File: src/rtl/ps2_pkg.sv
// ps2_pkg: shared PS/2 Set-2 scan-code constants and the decoder FSM state type.
package ps2_pkg;

    localparam int unsigned SC_W   = 8;
    localparam int unsigned CODE_W = 9;

    localparam logic [SC_W-1:0] SC_BREAK  = 8'hF0;
    localparam logic [SC_W-1:0] SC_EXT    = 8'hE0;
    localparam logic [SC_W-1:0] SC_PAUSE  = 8'hE1;
    localparam logic [SC_W-1:0] SC_LSHIFT = 8'h12;
    localparam logic [SC_W-1:0] SC_RSHIFT = 8'h59;
    localparam logic [SC_W-1:0] SC_CTRL   = 8'h14;
    localparam logic [SC_W-1:0] SC_CAPS   = 8'h58;
    localparam logic [SC_W-1:0] SC_SPACE  = 8'h29;
    localparam logic [SC_W-1:0] SC_ENTER  = 8'h5A;

    typedef enum logic [1:0] {
        IDLE   = 2'd0,
        ACK    = 2'd1,
        DECODE = 2'd2
    } ps2_state_e;

endpackage

File: src/rtl/ps2_ascii_lut.sv
// ps2_ascii_lut: combinational Set-2 scan code to US ASCII translation.
// Ports:
//   code  in  8 : scan code byte
//   ext   in  1 : E0-prefixed key (always maps to 0x00)
//   shift in  1 : Shift held before this event
//   caps  in  1 : Caps Lock state before this event
//   ascii out 8 : ASCII, 0x00 when unmapped
module ps2_ascii_lut
    import ps2_pkg::*;
(
    input  logic [SC_W-1:0] code,
    input  logic            ext,
    input  logic            shift,
    input  logic            caps,
    output logic [7:0]      ascii
);

    logic [7:0] w_lower;
    logic [7:0] w_digit;
    logic [7:0] w_digit_sh;
    logic       w_is_digit;

    // Lowercase letter and digit/shifted-digit tables
    always_comb begin
        w_lower    = 8'h00;
        w_digit    = 8'h00;
        w_digit_sh = 8'h00;
        w_is_digit = 1'b0;
        case (code)
            8'h1C: w_lower = 8'h61;
            8'h32: w_lower = 8'h62;
            8'h21: w_lower = 8'h63;
            8'h23: w_lower = 8'h64;
            8'h24: w_lower = 8'h65;
            8'h2B: w_lower = 8'h66;
            8'h34: w_lower = 8'h67;
            8'h33: w_lower = 8'h68;
            8'h43: w_lower = 8'h69;
            8'h3B: w_lower = 8'h6A;
            8'h42: w_lower = 8'h6B;
            8'h4B: w_lower = 8'h6C;
            8'h3A: w_lower = 8'h6D;
            8'h31: w_lower = 8'h6E;
            8'h44: w_lower = 8'h6F;
            8'h4D: w_lower = 8'h70;
            8'h15: w_lower = 8'h71;
            8'h2D: w_lower = 8'h72;
            8'h1B: w_lower = 8'h73;
            8'h2C: w_lower = 8'h74;
            8'h3C: w_lower = 8'h75;
            8'h2A: w_lower = 8'h76;
            8'h1D: w_lower = 8'h77;
            8'h22: w_lower = 8'h78;
            8'h35: w_lower = 8'h79;
            8'h1A: w_lower = 8'h7A;
            default: w_lower = 8'h00;
        endcase
        case (code)
            8'h45: begin w_is_digit = 1'b1; w_digit = 8'h30; w_digit_sh = 8'h29; end
            8'h16: begin w_is_digit = 1'b1; w_digit = 8'h31; w_digit_sh = 8'h21; end
            8'h1E: begin w_is_digit = 1'b1; w_digit = 8'h32; w_digit_sh = 8'h40; end
            8'h26: begin w_is_digit = 1'b1; w_digit = 8'h33; w_digit_sh = 8'h23; end
            8'h25: begin w_is_digit = 1'b1; w_digit = 8'h34; w_digit_sh = 8'h24; end
            8'h2E: begin w_is_digit = 1'b1; w_digit = 8'h35; w_digit_sh = 8'h25; end
            8'h36: begin w_is_digit = 1'b1; w_digit = 8'h36; w_digit_sh = 8'h5E; end
            8'h3D: begin w_is_digit = 1'b1; w_digit = 8'h37; w_digit_sh = 8'h26; end
            8'h3E: begin w_is_digit = 1'b1; w_digit = 8'h38; w_digit_sh = 8'h2A; end
            8'h46: begin w_is_digit = 1'b1; w_digit = 8'h39; w_digit_sh = 8'h28; end
            default: w_is_digit = 1'b0;
        endcase
    end

    // Letters follow shift^caps; digits follow shift only
    always_comb begin
        ascii = 8'h00;
        if (!ext) begin
            if (w_lower != 8'h00) begin
                ascii = (shift ^ caps) ? (w_lower - 8'h20) : w_lower;
            end else if (w_is_digit) begin
                ascii = shift ? w_digit_sh : w_digit;
            end else if (code == SC_SPACE) begin
                ascii = 8'h20;
            end else if (code == SC_ENTER) begin
                ascii = 8'h0D;
            end
        end
    end

endmodule

File: src/rtl/ps2_scancode_decoder.sv
// ps2_scancode_decoder: pops Set-2 bytes from the PS/2 receiver FIFO and emits
// make/break key events with modifier, Caps Lock, ASCII and press-count state.
// Optional feature macro: PS2_TYPEMATIC_FILTER_EN (suppress repeated makes).
// Ports:
//   clk, clrn (async active-low)
//   data[7:0], ready       : upstream FIFO head and non-empty flag
//   nextdata_n             : active-low one-cycle pop strobe
//   key_valid              : one-cycle event pulse
//   key_code[8:0]          : {extended, scan code}
//   key_pressed, key_ascii : make flag and ASCII of the event
//   shift_held, ctrl_held, caps_lock : modifier state
//   key_count[COUNT_W-1:0] : non-modifier make counter (wraps)
module ps2_scancode_decoder
    import ps2_pkg::*;
#(
    parameter int unsigned COUNT_W = 8
) (
    input  logic               clk,
    input  logic               clrn,
    input  logic [SC_W-1:0]    data,
    input  logic               ready,
    output logic               nextdata_n,
    output logic               key_valid,
    output logic [CODE_W-1:0]  key_code,
    output logic               key_pressed,
    output logic [7:0]         key_ascii,
    output logic               shift_held,
    output logic               ctrl_held,
    output logic               caps_lock,
    output logic [COUNT_W-1:0] key_count
);

    ps2_state_e          r_state;
    logic [SC_W-1:0]     r_code;
    logic                r_break_p;
    logic                r_ext_p;
    logic                r_lshift;
    logic                r_rshift;
    logic                r_lctrl;
    logic                r_rctrl;
    logic                r_caps_held;
    logic                r_caps;
    logic                r_nextdata_n;
    logic                r_key_valid;
    logic [CODE_W-1:0]   r_key_code;
    logic                r_key_pressed;
    logic [7:0]          r_key_ascii;
    logic [COUNT_W-1:0]  r_count;

    logic [CODE_W-1:0]   w_code;
    logic                w_make;
    logic                w_is_mod;
    logic                w_suppress;
    logic [7:0]          w_ascii;

    assign w_code   = {r_ext_p, r_code};
    assign w_make   = ~r_break_p;
    assign w_is_mod = (w_code == {1'b0, SC_LSHIFT}) || (w_code == {1'b0, SC_RSHIFT}) ||
                      (w_code == {1'b0, SC_CTRL})   || (w_code == {1'b1, SC_CTRL});

`ifdef PS2_TYPEMATIC_FILTER_EN
    logic [CODE_W-1:0]   r_last_make;
    logic                r_last_valid;

    // A make identical to the last unreleased make is a typematic repeat
    assign w_suppress = w_make && r_last_valid && (r_last_make == w_code);
`else
    assign w_suppress = 1'b0;
`endif

    // ASCII uses modifier state from before the current event
    ps2_ascii_lut u_ascii_lut (
        .code  (r_code),
        .ext   (r_ext_p),
        .shift (r_lshift | r_rshift),
        .caps  (r_caps),
        .ascii (w_ascii)
    );

    // Pop/decode FSM with registered event outputs
    always_ff @(posedge clk or negedge clrn) begin
        if (!clrn) begin
            r_state       <= IDLE;
            r_code        <= '0;
            r_break_p     <= 1'b0;
            r_ext_p       <= 1'b0;
            r_lshift      <= 1'b0;
            r_rshift      <= 1'b0;
            r_lctrl       <= 1'b0;
            r_rctrl       <= 1'b0;
            r_caps_held   <= 1'b0;
            r_caps        <= 1'b0;
            r_nextdata_n  <= 1'b1;
            r_key_valid   <= 1'b0;
            r_key_code    <= '0;
            r_key_pressed <= 1'b0;
            r_key_ascii   <= '0;
            r_count       <= '0;
`ifdef PS2_TYPEMATIC_FILTER_EN
            r_last_make   <= '0;
            r_last_valid  <= 1'b0;
`endif
        end else begin
            r_key_valid  <= 1'b0;
            r_nextdata_n <= 1'b1;
            case (r_state)
                IDLE: begin
                    if (ready) begin
                        r_code       <= data;
                        r_nextdata_n <= 1'b0;
                        r_state      <= ACK;
                    end
                end
                ACK: begin
                    r_state <= DECODE;
                end
                DECODE: begin
                    r_state <= IDLE;
                    case (r_code)
                        SC_BREAK: r_break_p <= 1'b1;
                        SC_EXT:   r_ext_p   <= 1'b1;
                        SC_PAUSE: begin
                            r_break_p <= 1'b0;
                            r_ext_p   <= 1'b0;
                        end
                        default: begin
                            r_break_p <= 1'b0;
                            r_ext_p   <= 1'b0;
                            if (w_code == {1'b0, SC_LSHIFT}) r_lshift <= w_make;
                            if (w_code == {1'b0, SC_RSHIFT}) r_rshift <= w_make;
                            if (w_code == {1'b0, SC_CTRL})   r_lctrl  <= w_make;
                            if (w_code == {1'b1, SC_CTRL})   r_rctrl  <= w_make;
                            // Held bit keeps typematic repeats from re-toggling
                            if (w_code == {1'b0, SC_CAPS}) begin
                                r_caps_held <= w_make;
                                if (w_make && !r_caps_held) r_caps <= ~r_caps;
                            end
`ifdef PS2_TYPEMATIC_FILTER_EN
                            if (w_make) begin
                                r_last_make  <= w_code;
                                r_last_valid <= 1'b1;
                            end else if (r_last_valid && (r_last_make == w_code)) begin
                                r_last_valid <= 1'b0;
                            end
`endif
                            if (!w_suppress) begin
                                r_key_valid   <= 1'b1;
                                r_key_code    <= w_code;
                                r_key_pressed <= w_make;
                                r_key_ascii   <= w_make ? w_ascii : 8'h00;
                                if (w_make && !w_is_mod) r_count <= r_count + COUNT_W'(1);
                            end
                        end
                    endcase
                end
                default: r_state <= IDLE;
            endcase
        end
    end

    assign nextdata_n  = r_nextdata_n;
    assign key_valid   = r_key_valid;
    assign key_code    = r_key_code;
    assign key_pressed = r_key_pressed;
    assign key_ascii   = r_key_ascii;
    assign shift_held  = r_lshift | r_rshift;
    assign ctrl_held   = r_lctrl | r_rctrl;
    assign caps_lock   = r_caps;
    assign key_count   = r_count;

endmodule

File: config.mk
export PLATFORM = sky130hd
export DESIGN_NAME = ps2_scancode_decoder
export DESIGN_NICKNAME = d
export VERILOG_FILES = /design/src/rtl/ps2_pkg.sv /design/src/rtl/ps2_ascii_lut.sv /design/src/rtl/ps2_scancode_decoder.sv
export SDC_FILE = /design/constraint.sdc
export NUM_CORES = 1
export LEC_CHECK = 0
export BUFFER_PORTS_ARGS = -buffer_cell sky130_fd_sc_hd__buf_2
export CORE_MARGIN = 10
export CORE_UTILIZATION = 30
export DETAILED_ROUTE_END_ITERATION = 10
export GPL_ROUTABILITY_DRIVEN = 0
export PLACE_DENSITY = 0.55
export SLEW_MARGIN = 20
export SYNTH_ARGS = -nofsm -noshare
export SYNTH_HDL_FRONTEND = slang
export SYNTH_SLANG_ARGS = --single-unit
File: constraint.sdc
create_clock -name clk -period 3.8 [get_ports clk]
set_clock_uncertainty 0.05 [all_clocks]
set_input_delay 0.57 -clock clk [delete_from_list [all_inputs] [get_ports clk]]
set_output_delay 0.57 -clock clk [all_outputs]
set_load 0.03 [all_outputs]
======== Word-level counts from Yosys, hierarchy flattened ========
Memories as Yosys holds them, arrays and structs flattened.
Cells that the tools add are included.
storage, ports and cells
  bits in registers ....................... 46
  bits in read-only memories .............. 896
  bits of input ports ..................... 11
  output and inout port bits .............. 31
  word-level logic and storage cells ...... 92
  memories ................................ 1
memories
  memory            depth  bits a word  rd ports  clocked after Yosys merged registers in  wr ports  RTL line             source
  (name not given)  128    7            1         0                                        0         ps2_ascii_lut.sv:29  case (code)
operators by class
  add/sub/neg operators ................... 2
  equality and inequality tests ........... 23
  mux-type cells .......................... 20
  bitwise logic cells ..................... 8
  reductions and logical operators ........ 22
operators by type and width
  kind                 number
  $pmux 7 s10          1
  $pmux 6 s10          1
  $eq 8x6->1 const B   7
  $mux 8               7
  $eq 8x7->1 const B   3
  $eq 8x8->1 const B   3
  $eq 9x5->1 const B   2
  $eq 9x7->1 const B   2
  $reduce_and 3->1     6
  $eq 8x5->1 const B   2
  $reduce_or 10->1     1
  $eq 9x9->1 const B   1
  $add 8x1->8 const B  1
  $reduce_and 2->1     4
  $reduce_bool 8->1    1
  $sub 8x6->8 const B  1
  $mux 7               1
  $mux 1               5
  $not 1->1            5
  $mux 4               1
  $pmux 1 s2           2
  $pmux 2 s2           1
  $reduce_and 4->1     1
  $logic_or 1x1->1     3
  10 further kinds     13

======== Longest topological paths before layout ========
Gate-level depths: netlist of run 1.
  depth in word-level cells ............... 7
  gate-level depth with buffers ........... 11
  gate-level depth less buffers ........... 10

======== Modules after synthesis ========
Synthesis of run 1 repeated with hierarchy kept, for this count alone.
unflattened totals
  cells, all modules ...................... 328
  area total of the unflattened synthesis .. 3096.7 sq um
by module, submodules not included
  module                instances  cells each  area each (sq um)  sequential area each (sq um)
  ps2_scancode_decoder  1          163         1944.4             1152.4
  ps2_ascii_lut         1          165         1152.4             0.0

======== Worst setup path before layout of run 1 ========
OpenSTA, ideal clock, no wires.
  kind .................................... register to register
  start ................................... register r_code[1]
  end ..................................... register r_key_ascii[7] (netlist: key_ascii[7])
  library setup time ...................... 0.122 ns
  arrival ................................. 2.464 ns
  data required time ...................... 3.628 ns
  path slack .............................. 1.164 ns
  stages on the path, launching flop included .. 10
  path buffers ............................ 1
  period minus slack after synthesis ...... 2.636 ns
  cells stage by stage .................... dfrtp_1 -> inv_1 -> ha_1 -> buf_4 -> nand2b_4 -> a311oi_1 -> nor4_1 -> or3_4 -> or3_4 -> a32o_1
on the way
  word-level cells in the longest chain between the ends .. 7
  elaborated cells on any way between the ends .. 27
  those cells by class .................... add/sub (1); eq/ne (13); mux (7); bitwise (1); reduce/logical (4); memory (1)
ends and longest elaborated chain
  element                                     RTL line                                  source
  from (decl)                                 ps2_scancode_decoder.sv:34                logic [SC_W-1:0] r_code;
  from (signal assigned)                      ps2_scancode_decoder.sv:109               r_code <= data;
  $mem_v2 128x7 (tied with other cells)       n/a
  $mux 8 or $reduce_or 10->1 (tied branches)  n/a
  $sub 8x6->8 or $mux 1 (tied branches)       ps2_ascii_lut.sv:78, ps2_ascii_lut.sv:58
  $mux 8, on equally long branches            ps2_ascii_lut.sv:78, ps2_ascii_lut.sv:79
  $mux 8                                      ps2_ascii_lut.sv:77                       if (w_lower != 8'h00) begin
  $mux 8                                      ps2_ascii_lut.sv:76                       if (!ext) begin
  $mux 8                                      ps2_scancode_decoder.sv:150               r_key_ascii <= w_make ? w_ascii : 8'h00;
  to (signal assigned)                        ps2_scancode_decoder.sv:150
  to (decl)                                   ps2_scancode_decoder.sv:47                logic [7:0] r_key_ascii;
Several ways; a longest one is shown, not always the timed one.
A chain may end at the register's enable or synchronous reset.

======== Worst setup path in the final report of run 1 ========
  start ................................... register r_code[2]
  end ..................................... register r_key_ascii[7] (netlist: key_ascii[7])
The elaborated chain is that of the path after synthesis.

==> results of run 1 <==
## report_power, final
part	internal, uW	total, uW	switching (uW)
registers	621	799	178
clock network	130	307	177
logic	359	1020	662
total	1110	2130	1020
## metrics by stage
| step | total power (uW) | util | setup slack [ps] | instances | cell area, um2 |
|---|---|---|---|---|---|
| after floorplan | 1560 | - | 1164 | 326 | 3057 |
| after global placement | 1822 | 0.3378 | 811.3 | 485 | 3332 |
| after detailed placement | 1830 | 0.3378 | 702.7 | 485 | 3332 |
| after CTS | 2148 | 0.3465 | 673.1 | 493 | 3418 |
| after global routing | 2302 | 0.3468 | 368.8 | 493 | 3421 |
| final | 2127 | 0.3468 | 672.9 | 493 | 3421 |
## cell usage in the layout, fill, tap and decap left out, types with 3 or more instances in the layout
master     netlist  routed
xnor2_1         10      10
nand4_1          8       8
a31oi_1          3       3
dfrtp_1         45      45
mux2_2           7       7
nand2_1         37      37
a32oi_1          3       3
nand2b_1         7       7
mux2i_1          6       6
o21a_1           3       3
nand3_1         13      13
o221ai_1         3       3
clkbuf_8         0       5
nor2_1          13      13
nand3b_1         4       4
nor3_1           4       4
o211ai_1         5       5
o2bb2ai_1        3       3
o21ai_0         17      17
buf_2            5      40
o21ai_1          6       5
ha_1            10      10
a21oi_1         10      10
and3_1           4       4
inv_1           13      13
nor2b_1         12      12
buf_4            6       7
or2_2            3       3
a22oi_1          4       4
## cells by family (layout without fill, tap and decap cells)
| family | after synthesis | after routing | share of synthesized area |
|---|---|---|---|
| flops | 46 | 46 | 0.3770 |
| simple gates | 125 | 125 | 0.2296 |
| buf+inv | 35 | 69 | 0.06549 |
| compound gates | 84 | 84 | 0.2026 |
| xor+xnor | 11 | 11 | 0.03152 |
| mux | 15 | 15 | 0.05281 |
| fa+ha+maj | 10 | 10 | 0.04093 |
## registers in the layout, indices dropped and copies added (netlist names), 2 cells and up
name       cells
r_code         8
key_ascii      8
key_code       9
key_count      8
r_state        2
## metal layers
metal | track usage | vias to the layer above | part of all wire
met3 | 0.02652 | 6 | 0.071
li1 | - | 1264 | -
met4 | 0.03318 | 0 | 0.010
met1 | 0.1636 | 1269 | 0.49
met5 | 0 | - | 0
met2 | 0.1687 | 103 | 0.43
## critical path, stage by stage (launching register included)
cell	delay (ps)
dfrtp_1	980
inv_1	260
ha_1	250
nand2b_1	150
o311ai_2	90
o211ai_1	180
or3_4	380
or3_4	410
a32o_1	260
## area by class of cell
type / count / area (um2) / area share
flip-flops and latches: 46 / 1152 / 0.3369
inverters: 14 / 55.05 / 0.01609
well taps: 133 / 166.4 / 0.04865
clock inverters: 2 / 13.76 / 0.004023
multi-input cells: 245 / 1708 / 0.4993
repair buffers: 47 / 252.7 / 0.07388
clock buffers: 6 / 72.57 / 0.02121
## worst max-delay path by stage
stage,startpoint,end,depth (start not counted)
3_3_place_gp,r_code[2],key_ascii[7],8
4_1_cts,r_code[2],key_ascii[1],8
2_1_floorplan,r_code[1],key_ascii[7],9
3_5_place_dp,r_code[2],key_ascii[1],8
6_report,r_code[2],key_ascii[7],8
5_1_grt,r_code[1],key_ascii[5],10
==> summary.txt, run 1 <==
STA
  • Post-route minimum period: 3127 ps
  • Period Utilization, post-route: 0.8229
  • Slew Limit Fails: 0
  • Final Hold Fails: 0
  • WHS: 191.0 ps
  • Setup violation total in the final timing report: 0
  • Fmax: 319.8 MHz
  • Setup_tns: 0 ps
  • Slew @ Worst Pin: 955.1 ps
  • RSZ-0062 raised after global routing: no
  • Max_slew headroom: 0.3633

Global route
  • First-pass GRT wire length: 13.95 mm
  • Vias in the first global route: 2618
  • Gr ovfl total: 0
  • Gr usage total: 0.1152
  • Largest net degree at the start of global routing: 47
  • Initial antenna violation count: 0

Drt
  • DR WL/cell: 16.55 um
  • Mean number of vias per cell: 5.359
  • TritonRoute pass-1 iters: 4
  • Final wirelength: 8.161 mm
  • 1st-iter DRT viols: 180
  • Vias: 2642
  • DRC viols: 0
  • Antenna-violating nets left: 0

Logic synthesis
  • Most frequent cell after synthesis: dfrtp_1
  • Post-synthesis sequential area ratio: 0.3770
  • Synth top area cells: dfrtp_1 37%, nand2_1 4.5%, ha_1 4.1%
  • Total number of yosys warnings: 0
  • Number of synthesized flops with an enable pin: 0
  • Total nets after synthesis: 347
  • Post-Syn Instances: 326
  • Synth top area share: 0.3684
  • Synthesized area per cell: 9.376 um2
  • Biggest area consumer among synthesized cells: dfrtp_1
  • Cell variety after synth: 73
  • Cell area after synthesis: 0.003057 mm2
  • Top_reg_cell synth: dfrtp_1
  • Asr flop ratio synth: 1.000
  • Most common library cells after synthesis: 45 x dfrtp_1, 37 x nand2_1, 17 x o21ai_0
  • #FFs+latches synth: 46

Worst setup path
  • R2R depth: 8
  • Worst reg2reg endpoint: key_ascii[7]
  • CP required: 3950 ps
  • Startpoint types: flip-flop
  • CP Max Fanout: 29
  • Crit Path Category: flip-flop to flip-flop
  • FF-to-FF Start: r_code[2]
  • Arr. time, crit path: 3280 ps
  • Crit. End Element: flip-flop
  • Reg2Reg Setup Slack: 670 ps

Die
  • CORE AREA: 0.009864 mm2
  • I/O pin total: 42
  • Rows: 36
  • Starting density of the core: 0.3099
  • Die X: 120.9 um
  • Die height: 120.9 um
  • Die area: 0.01463 mm2

Place
  • IO Port Bufs: 41
  • Post-DP HPWL: 6.030 mm

CTS
  • Hold-fix buffers, CTS: 0
  • Post-CTS Setup Repair Bufs: 0
  • Maximum clock insertion buffer count: 2
  • Clk sink count: 46
  • CTS tree: built
  • Clock slew at reported path FFs: 90 ps
  • Cts repair resizes: 0
  • Inserted Clock Buffers: 5
  • H-Tree Depth: 2
  • CTS Root Cell: clkbuf_8
  • Skew-Pair Late Insertion Delay: 310 ps

Run
  • Number of max-cap violations: 0

Hold path
  • Hold Path Class: primary input to asynchronous set/reset pin

Pwr
  • Maximum VDD drop: 0.3263 mV
  • PD cells: 621.9 mW/mm2
  • P_leak: 0.001492 uW

Final layout
  • Final Net Count: 380
  • Fillers: 1029
  • Area growth syn-to-layout: 11.91%
  • Layout cells sized above 1: 0.2222
  • ANT cells: 0

Status
  • Outcome: finished clean
No activity file was read; power rests on OpenSTA's default activity.
==> run 2: changes to the inputs <==
Settings changed: ABC_AREA from default to 1.
Clock period 3.8 ns to 3.28 ns, I/O delays scaled along.
==> run 2 against run 1 <==
  * Power is 20% higher
  * Critical path depth is 3 higher
  * Synthesized cell count is 28% higher
  * Highest routed layer unchanged
  * Sequential cell count stayed put
  * Critical path type unchanged
  * Count of clock-buffer cells in the layout stayed put
  * Register-to-register slack better by 90 ps
  * Sequential share of layout area is 0.78 points higher
  * Routed wire length is 8.6% lower
  * Global-route usage is 0.92 points lower
  * Area after synthesis is 5.0% lower
  * Utilization is 1.2 points higher
  * Combinational power is 24% higher
==> summary.txt, run 2 <==
CTS
  • Skew-Pair Late Insertion Delay: 300 ps (about the same)
  • CTS tree: built
  • Cts repair resizes: 0 (unchanged)
  • Clock slew at reported path FFs: 90 ps (about the same)
  • Clk sink count: 46 (unchanged)
  • Post-CTS Setup Repair Bufs: 0 (unchanged)
  • CTS Root Cell: clkbuf_8
  • Maximum clock insertion buffer count: 2 (unchanged)
  • Inserted Clock Buffers: 5 (unchanged)
  • Hold-fix buffers, CTS: 0 (unchanged)
  • H-Tree Depth: 2 (unchanged)

Logic synthesis
  • Synth top area share: 0.3879 (+0.01953)
  • Cell variety after synth: 30 (-59%)
  • Cell area after synthesis: 0.002903 mm2 (-5.0%)
  • Post-synthesis sequential area ratio: 0.3970 (+0.01999)
  • Total number of yosys warnings: 0 (unchanged)
  • Biggest area consumer among synthesized cells: dfrtp_1
  • Most frequent cell after synthesis: nand2_1
  • Total nets after synthesis: 438 (+26%)
  • Most common library cells after synthesis: 135 x nand2_1, 45 x dfrtp_1, 44 x nand3_1, 44 x nor2_1, 37 x inv_1
  • Post-Syn Instances: 417 (+28%)
  • #FFs+latches synth: 46 (unchanged)
  • Number of synthesized flops with an enable pin: 0 (unchanged)
  • Synthesized area per cell: 6.961 um2 (-26%)
  • Asr flop ratio synth: 1.000 (unchanged)
  • Top_reg_cell synth: dfrtp_1
  • Synth top area cells: dfrtp_1 39%, nand2_1 17%, nand3_1 7.6%

Final layout
  • Most frequent cells in the layout: 135 x nand2_1, 45 x dfrtp_1, 44 x nor2_1, 44 x nand3_1, 40 x buf_2
  • Largest register FFs: 9 (unchanged)
  • Commonest non-fill, non-tap cell in the layout: nand2_1
  • Layout cells sized above 1: 0.1525 (-0.06972)
  • ANT cells: 0 (unchanged)
  • Area growth syn-to-layout: 15.17%
  • Fillers: 1012 (-1.7%)
  • Multi-input gate area: 0.001535 mm2 (-10%)
  • Storage element area: 0.001152 mm2 (unchanged)
  • Post-route cell area: 0.003343 mm2 (-2.3%)
  • Final Net Count: 479 (+26%)
  • Post-route non-filler standard cell count: 588 (+19%)

STA
  • Final Hold Fails: 0 (unchanged)
  • Period Utilization, post-route: 0.7676 (-0.05537)
  • Slew Limit Fails: 0 (unchanged)
  • Slew @ Worst Pin: 566.1 ps (-389.0 ps)
  • Post-route minimum period: 2518 ps (-609.5 ps)
  • Setup violation total in the final timing report: 0 (unchanged)
  • Max_slew headroom: 0.6226 (+0.2593)
  • RSZ-0062 raised after global routing: no
  • Setup_tns: 0 ps (unchanged)
  • WHS: 135.4 ps (-55.59 ps)
  • Final setup margin: 762.4 ps (+89.52 ps)
  • Fmax: 397.2 MHz (+24%)

Worst setup path
  • Cells along the critical path: inv_1 -> ha_1 -> nand3_1 -> o21ai_1 -> o21bai_1 -> nand2_1 -> ha_1 -> inv_1 -> o21bai_1 -> nand3_1 -> nand2_1
  • Reg2Reg Setup Slack: 760 ps (+90 ps)
  • CP Max Fanout: 9 (-69%)
  • Crit Path Category: flip-flop to flip-flop
  • CP max stage delay: 430 ps (-550 ps)
  • Largest delay share family, worst path: adder cells
  • Startpoint types: flip-flop
  • Arr. time, crit path: 2660 ps (-620 ps)
  • CP max-delay cell: dfrtp_1
  • CP required: 3420 ps (-530 ps)
  • FF-to-FF Start: r_code[1]
  • Crit. End Element: flip-flop
  • Worst reg2reg endpoint: key_ascii[5]
  • Buf+Inv Stages, Crit Path: 2 (+1)
  • R2R depth: 11 (+3)

Drt
  • DR WL/cell: 12.69 um (-23%)
  • DRC viols: 0 (unchanged)
  • 1st-iter DRT viols: 238 (+32%)
  • Mean number of vias per cell: 4.619 (-14%)
  • Final wirelength: 7.462 mm (-8.6%)
  • TritonRoute pass-1 iters: 4 (unchanged)
  • Vias: 2716 (+2.8%)
  • Antenna-violating nets left: 0 (unchanged)

Run
  • Number of max-cap violations: 0 (unchanged)

Pwr
  • P_leak: 0.001823 uW (+22%)
  • PD cells: 763.7 mW/mm2 (+23%)
  • Maximum VDD drop: 0.3127 mV (-4.2%)

Global route
  • Gr ovfl total: 0 (unchanged)
  • Largest net degree at the start of global routing: 47 (unchanged)
  • Gr usage total: 0.1060 (-0.009159)
  • First-pass GRT wire length: 12.85 mm (-7.9%)
  • Vias in the first global route: 2597 (-0.80%)
  • Initial antenna violation count: 0 (unchanged)

Die
  • Die height: 118.4 um (-2.1%)
  • Starting density of the core: 0.3112 (+0.001332)
  • Die area: 0.01401 mm2 (-4.2%)
  • I/O pin total: 42 (unchanged)
  • Rows: 35 (-2.8%)
  • CORE AREA: 0.009328 mm2 (-5.4%)
  • Die X: 118.4 um (-2.1%)

Place
  • Dpl cells: 580 (+20%)
  • Placement Cell Area: 0.003231 mm2 (-3.0%)
  • IO Port Bufs: 41 (unchanged)
  • Pre-CTS WS: 795.6 ps (+92.99 ps)
  • Post-DP HPWL: 5.839 mm (-3.2%)

Status
  • Outcome: finished clean

Hold path
  • Hold Path Class: primary input to asynchronous set/reset pin
-- run 2: worst reg2reg max path: stages (launching register included) --
cell,delay [ps]
dfrtp_1,430
inv_1,240
ha_1,330
nand3_1,260
o21ai_1,260
o21bai_1,130
nand2_1,140
ha_1,300
inv_1,30
o21bai_1,140
nand3_1,70
nand2_1,50
-- run 2: routing by layer --
layer / track usage / vias to the layer above / share of wire
li1: - / 1409 / -
met1: 0.1567 / 1180 / 0.50
met2: 0.1433 / 112 / 0.40
met3: 0.02808 / 15 / 0.085
met4: 0.03400 / 0 / 0.018
met5: 0 / - / 0
-- run 2: worst max-delay path by stage --
stage / cells after the start / to / startpoint
finish: 11 / key_ascii[5] / r_code[1]
global route: 14 / key_ascii[5] / r_code[1]
CTS: 14 / key_ascii[5] / r_code[1]
detailed placement: 14 / key_ascii[5] / r_code[1]
global placement: 11 / key_ascii[5] / r_code[1]
floorplan: 14 / key_ascii[5] / r_code[1]
-- run 2: logic make-up (layout without fill, tap and decap cells) --
group,after synthesis,count (layout),share of synthesized area
DFF,46,46,0.3970
and+or+nand+nor,246,246,0.3573
AOI/OAI and AO/OA,53,53,0.1013
adders and majority gates,10,10,0.04310
buffers and inverters,53,95,0.07414
xor gates and xnor gates,9,9,0.02716
-- run 2: cell type report --
type                       count  area share
clock buffer                   6     0.02171
sequential                    46      0.3447
clock inverter                 2     0.01123
timing repair buffer          42     0.06437
inverter                      45     0.05052
tap                          129     0.04828
multi-input combinational    318      0.4592
-- run 2: where the power goes --
group / switching [uW] / internal [uW] / total, uW
registers: 147 / 729 / 876
clock network: 195 / 228 / 422
logic: 883 / 372 / 1260
-- run 2: per-stage QoR --
step / util / total power (uW)
floorplan: - / 1799
global placement: 0.3463 / 2138
detailed placement: 0.3463 / 2143
CTS: 0.3581 / 2573
global route: 0.3584 / 2782
finish: 0.3584 / 2553
